**config.mk**
```make
export PLATFORM = sky130hd
export DESIGN_NAME = i2s_trnmtr_ctrl
export DESIGN_NICKNAME = d
export VERILOG_FILES = /design/src/rtl/i2s_pkg.sv /design/src/rtl/i2s_sck_gen.sv /design/src/rtl/i2s_trnmtr_ctrl.sv
export SDC_FILE = /design/constraint.sdc
export NUM_CORES = 1
export LEC_CHECK = 0
export CAP_MARGIN = 20
export CORE_MARGIN = 1
export CORE_UTILIZATION = 50
export CTS_CLUSTER_SIZE = 28
export DETAILED_ROUTE_END_ITERATION = 16
export PLACE_DENSITY = 0.77
export SETUP_SLACK_MARGIN = 0.2
export SLEW_MARGIN = 40
export SYNTH_ARGS = -nofsm -noshare
export SYNTH_HDL_FRONTEND = slang
export SYNTH_SLANG_ARGS = --single-unit
```
**constraint.sdc**
```tcl
create_clock -name clk -period 4.95 [get_ports clk]
set_clock_uncertainty 0.05 [all_clocks]
set_input_delay 0.99 -clock clk [delete_from_list [all_inputs] [get_ports clk]]
set_output_delay 0.99 -clock clk [all_outputs]
set_load 0.01 [all_outputs]
```
**src/rtl/i2s_pkg.sv**
```systemverilog
// Shared state encoding and word-width constant for the I2S transmitter
// controller and its helpers.
package i2s_pkg;

  localparam int WORD_W = 32;

  typedef enum logic [1:0] {
    IDLE,
    LEFT,
    RIGHT,
    DRAIN
  } state_e;

endpackage

```
**src/rtl/i2s_sck_gen.sv**
```systemverilog
// SCK divider: toggles sck every CLK_DIV clk cycles while running and flags
// the cycle that ends with a 1->0 sck transition.
module i2s_sck_gen #(
  parameter int CLK_DIV = 4
) (
  input  logic clk_i,
  input  logic n_rst_i,
  input  logic run_i,
  output logic sck_o,
  output logic fall_tick_o
);

  localparam logic [7:0] TERM = 8'(CLK_DIV - 1);

  logic [7:0] div_q, div_d;
  logic       sck_q, sck_d;
  logic       term;

  assign term = (div_q == TERM);

  // Stopped divider parks at zero so a restart always begins a full half-period.
  always_comb begin
    div_d = div_q;
    sck_d = sck_q;
    if (!run_i) begin
      div_d = '0;
      sck_d = 1'b0;
    end else if (term) begin
      div_d = '0;
      sck_d = ~sck_q;
    end else begin
      div_d = div_q + 8'd1;
    end
  end

  always_ff @(posedge clk_i or negedge n_rst_i) begin
    if (!n_rst_i) begin
      div_q <= '0;
      sck_q <= 1'b0;
    end else begin
      div_q <= div_d;
      sck_q <= sck_d;
    end
  end

  assign sck_o       = sck_q;
  assign fall_tick_o = run_i & term & sck_q;

endmodule

```
**src/rtl/i2s_trnmtr_ctrl.sv**
```systemverilog
// I2S transmitter controller: frame sequencing, one-pair input buffer and
// load/shift strobes for the serialiser. UNDERRUN_REPEAT_EN repeats the last pair on underrun.
module i2s_trnmtr_ctrl #(
  parameter int CLK_DIV = 4,
  parameter int WORD_W  = 32
) (
  input  logic              clk,
  input  logic              n_rst,
  input  logic              enable,
  input  logic [WORD_W-1:0] sample_l,
  input  logic [WORD_W-1:0] sample_r,
  input  logic              sample_valid,
  output logic              sample_ready,
  output logic [WORD_W-1:0] tx_word,
  output logic              load,
  output logic              shift,
  output logic              sck,
  output logic              ws,
  output logic              underrun
);

  import i2s_pkg::*;

  state_e            state_q, state_d;
  logic [4:0]        bit_cnt_q, bit_cnt_d;
  logic              ws_q, ws_d;
  logic              load_q, load_d;
  logic              shift_q, shift_d;
  logic              underrun_q, underrun_d;
  logic [WORD_W-1:0] tx_word_q, tx_word_d;
  logic [WORD_W-1:0] hold_r_q, hold_r_d;
  logic [WORD_W-1:0] buf_l_q, buf_l_d;
  logic [WORD_W-1:0] buf_r_q, buf_r_d;
  logic              buf_full_q, buf_full_d;
  logic [WORD_W-1:0] sub_l, sub_r;
  logic              run, fall_tick, accept, left_load, right_load;

  assign run        = (state_q != IDLE);
  assign accept     = sample_valid & ~buf_full_q;
  assign left_load  = fall_tick & (state_q == LEFT)  & (bit_cnt_q == 5'd0);
  assign right_load = fall_tick & (state_q == RIGHT) & (bit_cnt_q == 5'd0);

  i2s_sck_gen #(
    .CLK_DIV(CLK_DIV)
  ) u_sck_gen (
    .clk_i      (clk),
    .n_rst_i    (n_rst),
    .run_i      (run),
    .sck_o      (sck),
    .fall_tick_o(fall_tick)
  );

`ifdef UNDERRUN_REPEAT_EN
  logic [WORD_W-1:0] last_l_q;

  // hold_r_q already carries the right word of the last pair sent.
  always_ff @(posedge clk or negedge n_rst) begin
    if (!n_rst) begin
      last_l_q <= '0;
    end else if (left_load) begin
      last_l_q <= tx_word_d;
    end
  end

  assign sub_l = last_l_q;
  assign sub_r = hold_r_q;
`else
  assign sub_l = '0;
  assign sub_r = '0;
`endif

  always_comb begin
    state_d    = state_q;
    bit_cnt_d  = bit_cnt_q;
    ws_d       = ws_q;
    load_d     = 1'b0;
    shift_d    = 1'b0;
    underrun_d = 1'b0;
    tx_word_d  = tx_word_q;
    hold_r_d   = hold_r_q;
    buf_full_d = buf_full_q;
    buf_l_d    = buf_l_q;
    buf_r_d    = buf_r_q;

    case (state_q)
      IDLE:    if (enable) state_d = LEFT;
      LEFT:    if (fall_tick && bit_cnt_q == 5'd31) state_d = RIGHT;
      RIGHT:   if (fall_tick && bit_cnt_q == 5'd31) state_d = enable ? LEFT : DRAIN;
      DRAIN:   if (fall_tick) state_d = IDLE;
      default: state_d = IDLE;
    endcase

    if (fall_tick) begin
      bit_cnt_d = bit_cnt_q + 5'd1;
      if (state_q == LEFT || state_q == RIGHT) begin
        load_d  = (bit_cnt_q == 5'd0);
        shift_d = (bit_cnt_q != 5'd0);
        if (bit_cnt_q == 5'd31) ws_d = ~ws_q;
      end
    end

    if (state_d == IDLE) begin
      bit_cnt_d = 5'd0;
      ws_d      = 1'b0;
    end

    // Left load consumes the buffered pair; the right half waits in hold_r.
    if (left_load) begin
      buf_full_d = 1'b0;
      if (buf_full_q) begin
        tx_word_d = buf_l_q;
        hold_r_d  = buf_r_q;
      end else begin
        tx_word_d  = sub_l;
        hold_r_d   = sub_r;
        underrun_d = 1'b1;
      end
    end else if (right_load) begin
      tx_word_d = hold_r_q;
    end

    if (accept) begin
      buf_full_d = 1'b1;
      buf_l_d    = sample_l;
      buf_r_d    = sample_r;
    end
  end

  always_ff @(posedge clk or negedge n_rst) begin
    if (!n_rst) begin
      state_q    <= IDLE;
      bit_cnt_q  <= '0;
      ws_q       <= 1'b0;
      load_q     <= 1'b0;
      shift_q    <= 1'b0;
      underrun_q <= 1'b0;
      tx_word_q  <= '0;
      hold_r_q   <= '0;
      buf_full_q <= 1'b0;
      buf_l_q    <= '0;
      buf_r_q    <= '0;
    end else begin
      state_q    <= state_d;
      bit_cnt_q  <= bit_cnt_d;
      ws_q       <= ws_d;
      load_q     <= load_d;
      shift_q    <= shift_d;
      underrun_q <= underrun_d;
      tx_word_q  <= tx_word_d;
      hold_r_q   <= hold_r_d;
      buf_full_q <= buf_full_d;
      buf_l_q    <= buf_l_d;
      buf_r_q    <= buf_r_d;
    end
  end

  assign sample_ready = ~buf_full_q;
  assign tx_word      = tx_word_q;
  assign load         = load_q;
  assign shift        = shift_q;
  assign ws           = ws_q;
  assign underrun     = underrun_q;

endmodule

```
## Word level (Yosys, flattened, before mapping)

Index checks and enable logic that the tools add are counted.

| storage, ports and cells | value |
|---|---|
| memory bits (writable) | 0 |
| input port bits | 68 |
| memory bits (read-only) | 0 |
| memories kept | 0 |
| word-level logic and storage cells | 72 |
| output and inout bits | 38 |
| flip-flop bits (word level) | 149 |
| latch bits | 0 |

| operators by class | value |
|---|---|
| shift-type cells | 0 |
| equal/unequal tests | 6 |
| multipliers | 0 |
| $add $sub $neg | 2 |
| muxes and demuxes | 28 |
| bitwise logic cells | 10 |
| order comparisons | 0 |
| divide/modulo/power cells | 0 |
| reductions and logical operators | 13 |

Operators by type and width:

| cell | number |
|---|---|
| $mux W32 | 4 |
| $mux W8 | 2 |
| $mux W1 | 14 |
| $reduce_bool A2 Y1 | 6 |
| $mux W2 | 5 |
| $mux W5 | 2 |
| $add A8 B1 Y8 const B | 1 |
| $eq A8 B2 Y1 const B | 1 |
| $pmux W2 S4 | 1 |
| $and A1 B1 Y1 | 7 |
| $add A5 B1 Y5 const B | 1 |
| $eq A5 B5 Y1 const B | 1 |
| $logic_not A5 Y1 | 1 |
| $reduce_bool A5 Y1 | 1 |
| $eq A2 B2 Y1 const B | 2 |
| $logic_not A2 Y1 | 2 |
| $not A1 Y1 | 3 |
| $reduce_and A3 Y1 | 1 |
| $eq A2 B1 Y1 const B | 1 |
| $ne A2 B2 Y1 const B | 1 |
| $logic_and A1 B1 Y1 | 1 |
| $logic_or A1 B1 Y1 | 1 |

## Depth between registers and ports, before layout

| depth | value |
|---|---|
| depth after elaboration | 9 |
| gate-level depth with buffers | 9 |
| mapped depth without buffers | 8 |

## Modules after synthesis

From an unflattened synthesis, not the netlist that was laid out.

| unflattened totals | value |
|---|---|
| cells, all modules | 472 |
| area, all modules | 6,233.5 um2 |

By module, submodules not included:

| module | area an instance (um2) | sequential area each (um2) | cells an instance | times used |
|---|---|---|---|---|
| i2s_trnmtr_ctrl | 5,803.1 | 3,503.4 | 428 | 1 |
| i2s_sck_gen | 430.4 | 225.2 | 44 | 1 |

## Worst setup path after synthesis

Ideal clock, no wire load.

| timing path | value |
|---|---|
| path type | register to register |
| start | register u_sck_gen.div_q[0] |
| end | register tx_word_q[24] (netlist: tx_word[24]) |
| setup slack | 2,627 ps |
| arrival time | 2,136 ps |
| buffers on the path | 2 |
| data required time | 4,763 ps |
| cell stages (with the launch flop) | 9 |
| library setup time | 137 ps |
| period minus slack after synthesis | 2,323 ps |
| cell sequence | dfrtp_1 > ha_1 > or3b_2 > nor3_4 > nand3_1 > buf_2 > buf_6 > a22oi_1 > a21oi_1 |

| between the ends | value |
|---|---|
| cells in the longest elaborated chain, start to end | 6 |
| elaborated cells between the ends (all ways) | 9 |
| those cells by class | eq/ne (1); mux (1); bitwise (6); reduce/logical (1) |

Ends and longest elaborated chain:

| element | line | text |
|---|---|---|
| from (decl) | i2s_sck_gen.sv:15 | `logic [7:0] div_q, div_d;` |
| from (signal assigned) | i2s_sck_gen.sv:41 | `div_q <= div_d;` |
| $eq A8 B2 Y1 (*) | i2s_sck_gen.sv:19 | `assign term = (div_q == TERM);` |
| $and A1 B1 Y1 (*) (2 in series) | i2s_sck_gen.sv:47 | `assign fall_tick_o = run_i & term & sck_q;` |
| $and A1 B1 Y1 (on tied branches) (2 in series) | i2s_trnmtr_ctrl.sv:40, i2s_trnmtr_ctrl.sv:41 |  |
| $mux W32 / $reduce_bool A2 Y1 (equally long branches) | n/a |  |
| to (signal assigned) | i2s_trnmtr_ctrl.sv:149 | `tx_word_q <= tx_word_d;` |
| to (decl) | i2s_trnmtr_ctrl.sv:30 | `logic [WORD_W-1:0] tx_word_q, tx_word_d;` |

Every way passes the cells marked *; elsewhere a longest branch is shown, timed or not.
A chain may end at the register's enable or synchronous reset.

## Worst setup path in the final report

| timing path | value |
|---|---|
| start | register u_sck_gen.div_q[0] |
| end | register tx_word_q[18] (netlist: tx_word[18]) |

Same word-level chain as after synthesis.

==> impl_metrics.tcl <==
set metrics [dict create \
    status "finished with violations" \
    failed_checks "design-rule violations" \
    met3_wirelength_um 605 \
    vdd_drop_max_mv 0.281 \
    io_buffers 105 \
    initial_core_util_pct 52.0 \
    vias_per_cell 5.61 \
    grt_max_degree 68 \
    fill_cells 858 \
    syn_area_mm2 0.00601 \
    cp_max_fo 34 \
    dr_wl_met2_um 6410 \
    grt_pass1_vias 4198 \
    antenna_found_initial 0 \
    ys_seq_elements 149 \
    layout_setup_ws_ps 1680 \
    fin_crit_sh_pct 66.1 \
    synthMuxAreaShare_pct 12.3 \
    p_per_area_mw_per_mm2 350 \
    r2r_start "u_sck_gen.div_q[0]" \
    cts_sinks 149 \
    hpwlAfterDp_um 8280 \
    synth_top_family_by_area "compound AO/OA/AOI/OAI gates" \
    dp_slack_ps 1690 \
    cts.root.buffer_cell "clkbuf_16" \
    p_sw_share_pct 20.6 \
    cts_hold_buf 0 \
    layout.area.seq_mm2 0.00373 \
    coreArea_mm2 0.0116 \
    yosysSeqAreaShare_pct 62.1 \
    slew_headroom_pct 48.8 \
    cp_num_cells 7 \
    num_rows 39 \
    cap_violations 0 \
    dr.pass1.iters 10 \
    drt_iter0_drc 287 \
    mostFrequentLayoutCells "149 x dfrtp_1, 104 x clkdlybuf4s50_1, 64 x mux2_2" \
    slew_violations 0 \
    p_comb_share_pct 5.0 \
    num_antenna_cells 0 \
    area_delta_synth_final_pct 30.5 \
    startpoint "u_sck_gen.div_q[0]" \
    die-area_mm2 0.0125 \
    synth_compound_area_share_pct 12.7 \
    cts_buffers 17 \
    switchingPower_mw 0.565 \
    synthXorXnorAreaFrac_pct 1.60 \
    yosys_warnings 0 \
    worstSetupStartpointType "flop" \
    pwr-share-clk_pct 47.1 \
    ys.flop_type "dfrtp_1" \
    cp.required_ps 5170 \
    syn_avg_cell_area_um2 13.1 \
    cts_tree "done" \
    layout-drive-gt1-share_pct 18.9 \
    finalSetupTns_ps 0 \
    min_period_ps 3270 \
    r2r_cells 7 \
    io_pins 106 \
    die_h_um 112 \
    max-clock-path-buffers 2 \
    multi_input_area_mm2 0.00214 \
    synthArstFlopShare_pct 100 \
    post_synth_fa_ha_maj_area_fraction_pct 1.87 \
    cts_setup_buffers 0 \
    clk-insertion-delay-late_ps 410 \
    total_power_mw 2.74 \
    clkTransAtPathRegs_ps 60 \
    gp_congestion 0.779 \
    p_int_mw 2.18 \
    crit_family "simple AND/OR/NAND/NOR gates" \
    hold_path_startpoint "buf_r_q[2]" \
    final_common_cell "dfrtp_1" \
    mappedNetlistNets 537 \
    critPathKind "flop to flop" \
    fin_nets 642 \
    worst_slew_pin_slew_ps 757 \
    synth_cell_types 38 \
    grt_pass1_wl_um 21500 \
    fmax_ghz 0.306 \
    setup_viol 0 \
    die_w_um 112 \
    rsz0062_at_grt "no" \
    synth_edf_count 0 \
    p_leak_nw 3.47 \
    critPathBufInv 1 \
    syn_inst 460 \
    drc_errors 4 \
    crit_arrival_ps 3500 \
    synth_simple_gate_area_share_pct 6.68 \
    hold_violations 0 \
    gr-total-overflow 0 \
    p_seq_share_pct 47.8 \
    vias 4046 \
    postRouteAntennaNets 0 \
    post_drt_wl_per_cell_um 17.5 \
    cp-end-kind "flop" \
    slowest_delay_ps 620 \
    whs_path_depth 1 \
    grt_use_total_pct 22.3 \
    htree_levels 4 \
    hp-class "flop to flop" \
    top_layer "met4" \
    totalWireLength_um 12600 \
    crit_slowest_cell "nand3_2" \
    cp_cell_sequence "ha_1, or3b_2, nor3_4, nand3_2, buf_4, a22oi_1, a21oi_1" \
    wl_met1_um 5460 \
    cts_resized 0 \
]
[flip-flops by register name (all words and copies together), names as in the netlist]
register and cells:
buf_r_q 32, buf_full_q 1, underrun 1, bit_cnt_q 5, ws 1, state_q 2
load 1, buf_l_q 32, u_sck_gen.sck_o 1, shift 1, tx_word 32, u_sck_gen.div_q 8
hold_r_q 32
[final timing paths]
check | slack (ps) | endpoint
setup / recovery | 1680 | tx_word[18]
hold / removal | 430 | hold_r_q[2]
setup reg to reg | 1680 | tx_word[18]
hold reg to reg | 430 | hold_r_q[2]
max in group asynchronous | 3720 | tx_word[27]
min in group asynchronous | 450 | buf_l_q[9]
[routing by layer]
| layer | track usage [%] | vias to the layer above |
|---|---|---|
| met5 | 0 | - |
| met4 | 5.86 | 0 |
| met3 | 7.73 | 14 |
| met2 | 35.7 | 103 |
| met1 | 29.0 | 2052 |
| li1 | - | 1877 |
[logic make-up (layout without fill, tap and decap cells)]
family	Yosys count	count (layout)
fa+ha+maj	9	9
simple gates	84	84
compound gates	107	107
xor+xnor	11	11
mux	66	66
buf+inv	34	152
flops	149	149
[cell usage after synthesis (all sizes together), types with 2 or more instances]
| cell | count | area share, % |
|---|---|---|
| nand2 | 4 | 0.25 |
| mux2i | 2 | 0.33 |
| nand4 | 3 | 0.31 |
| nor2b | 3 | 0.31 |
| inv | 7 | 0.44 |
| nor3 | 2 | 0.35 |
| a21oi | 34 | 2.9 |
| ha | 9 | 1.9 |
| xor2 | 9 | 1.3 |
| clkbuf | 14 | 0.87 |
| a22oi | 32 | 4.0 |
| a22o | 32 | 4.7 |
| mux2 | 64 | 12 |
| xnor2 | 2 | 0.29 |
| nor4 | 2 | 0.21 |
| nand2b | 4 | 0.42 |
| dfrtp | 149 | 62 |
| nand3 | 7 | 0.58 |
| nor2 | 50 | 3.1 |
| buf | 13 | 1.4 |
| o21ai | 2 | 0.17 |
| and3 | 4 | 0.42 |
[per-stage QoR]
stage	cell area (um2)	hold slack [ps]	instances	util, %
3_3_place_gp	7180	423	687	62.1
4_1_cts	7820	438	720	67.6
2_1_floorplan	6010	396	460	-
3_5_place_dp	7220	425	688	62.4
5_1_grt	7840	460	721	67.8
6_report	7840	435	721	67.8
[area by class of cell]
class | count | share of cell area, %
Clock buffer | 21 | 5.74
Clock inverter | 11 | 1.91
Inverter | 7 | 0.335
Multi-Input combinational cell | 277 | 27.3
Sequential cell | 149 | 47.5
Tap cell | 143 | 2.28
Timing Repair Buffer | 113 | 14.9
[power groups by stage]
stage	registers (mW)	logic (mW)	clock network (mW)
6_report	1.31	0.138	1.29
5_1_grt	1.32	0.153	1.38
4_1_cts	1.31	0.142	1.32
3_5_place_dp	1.33	0.141	0
3_3_place_gp	1.33	0.132	0
2_1_floorplan	1.32	0.0522	0
(Power assumes the default switching activity.)
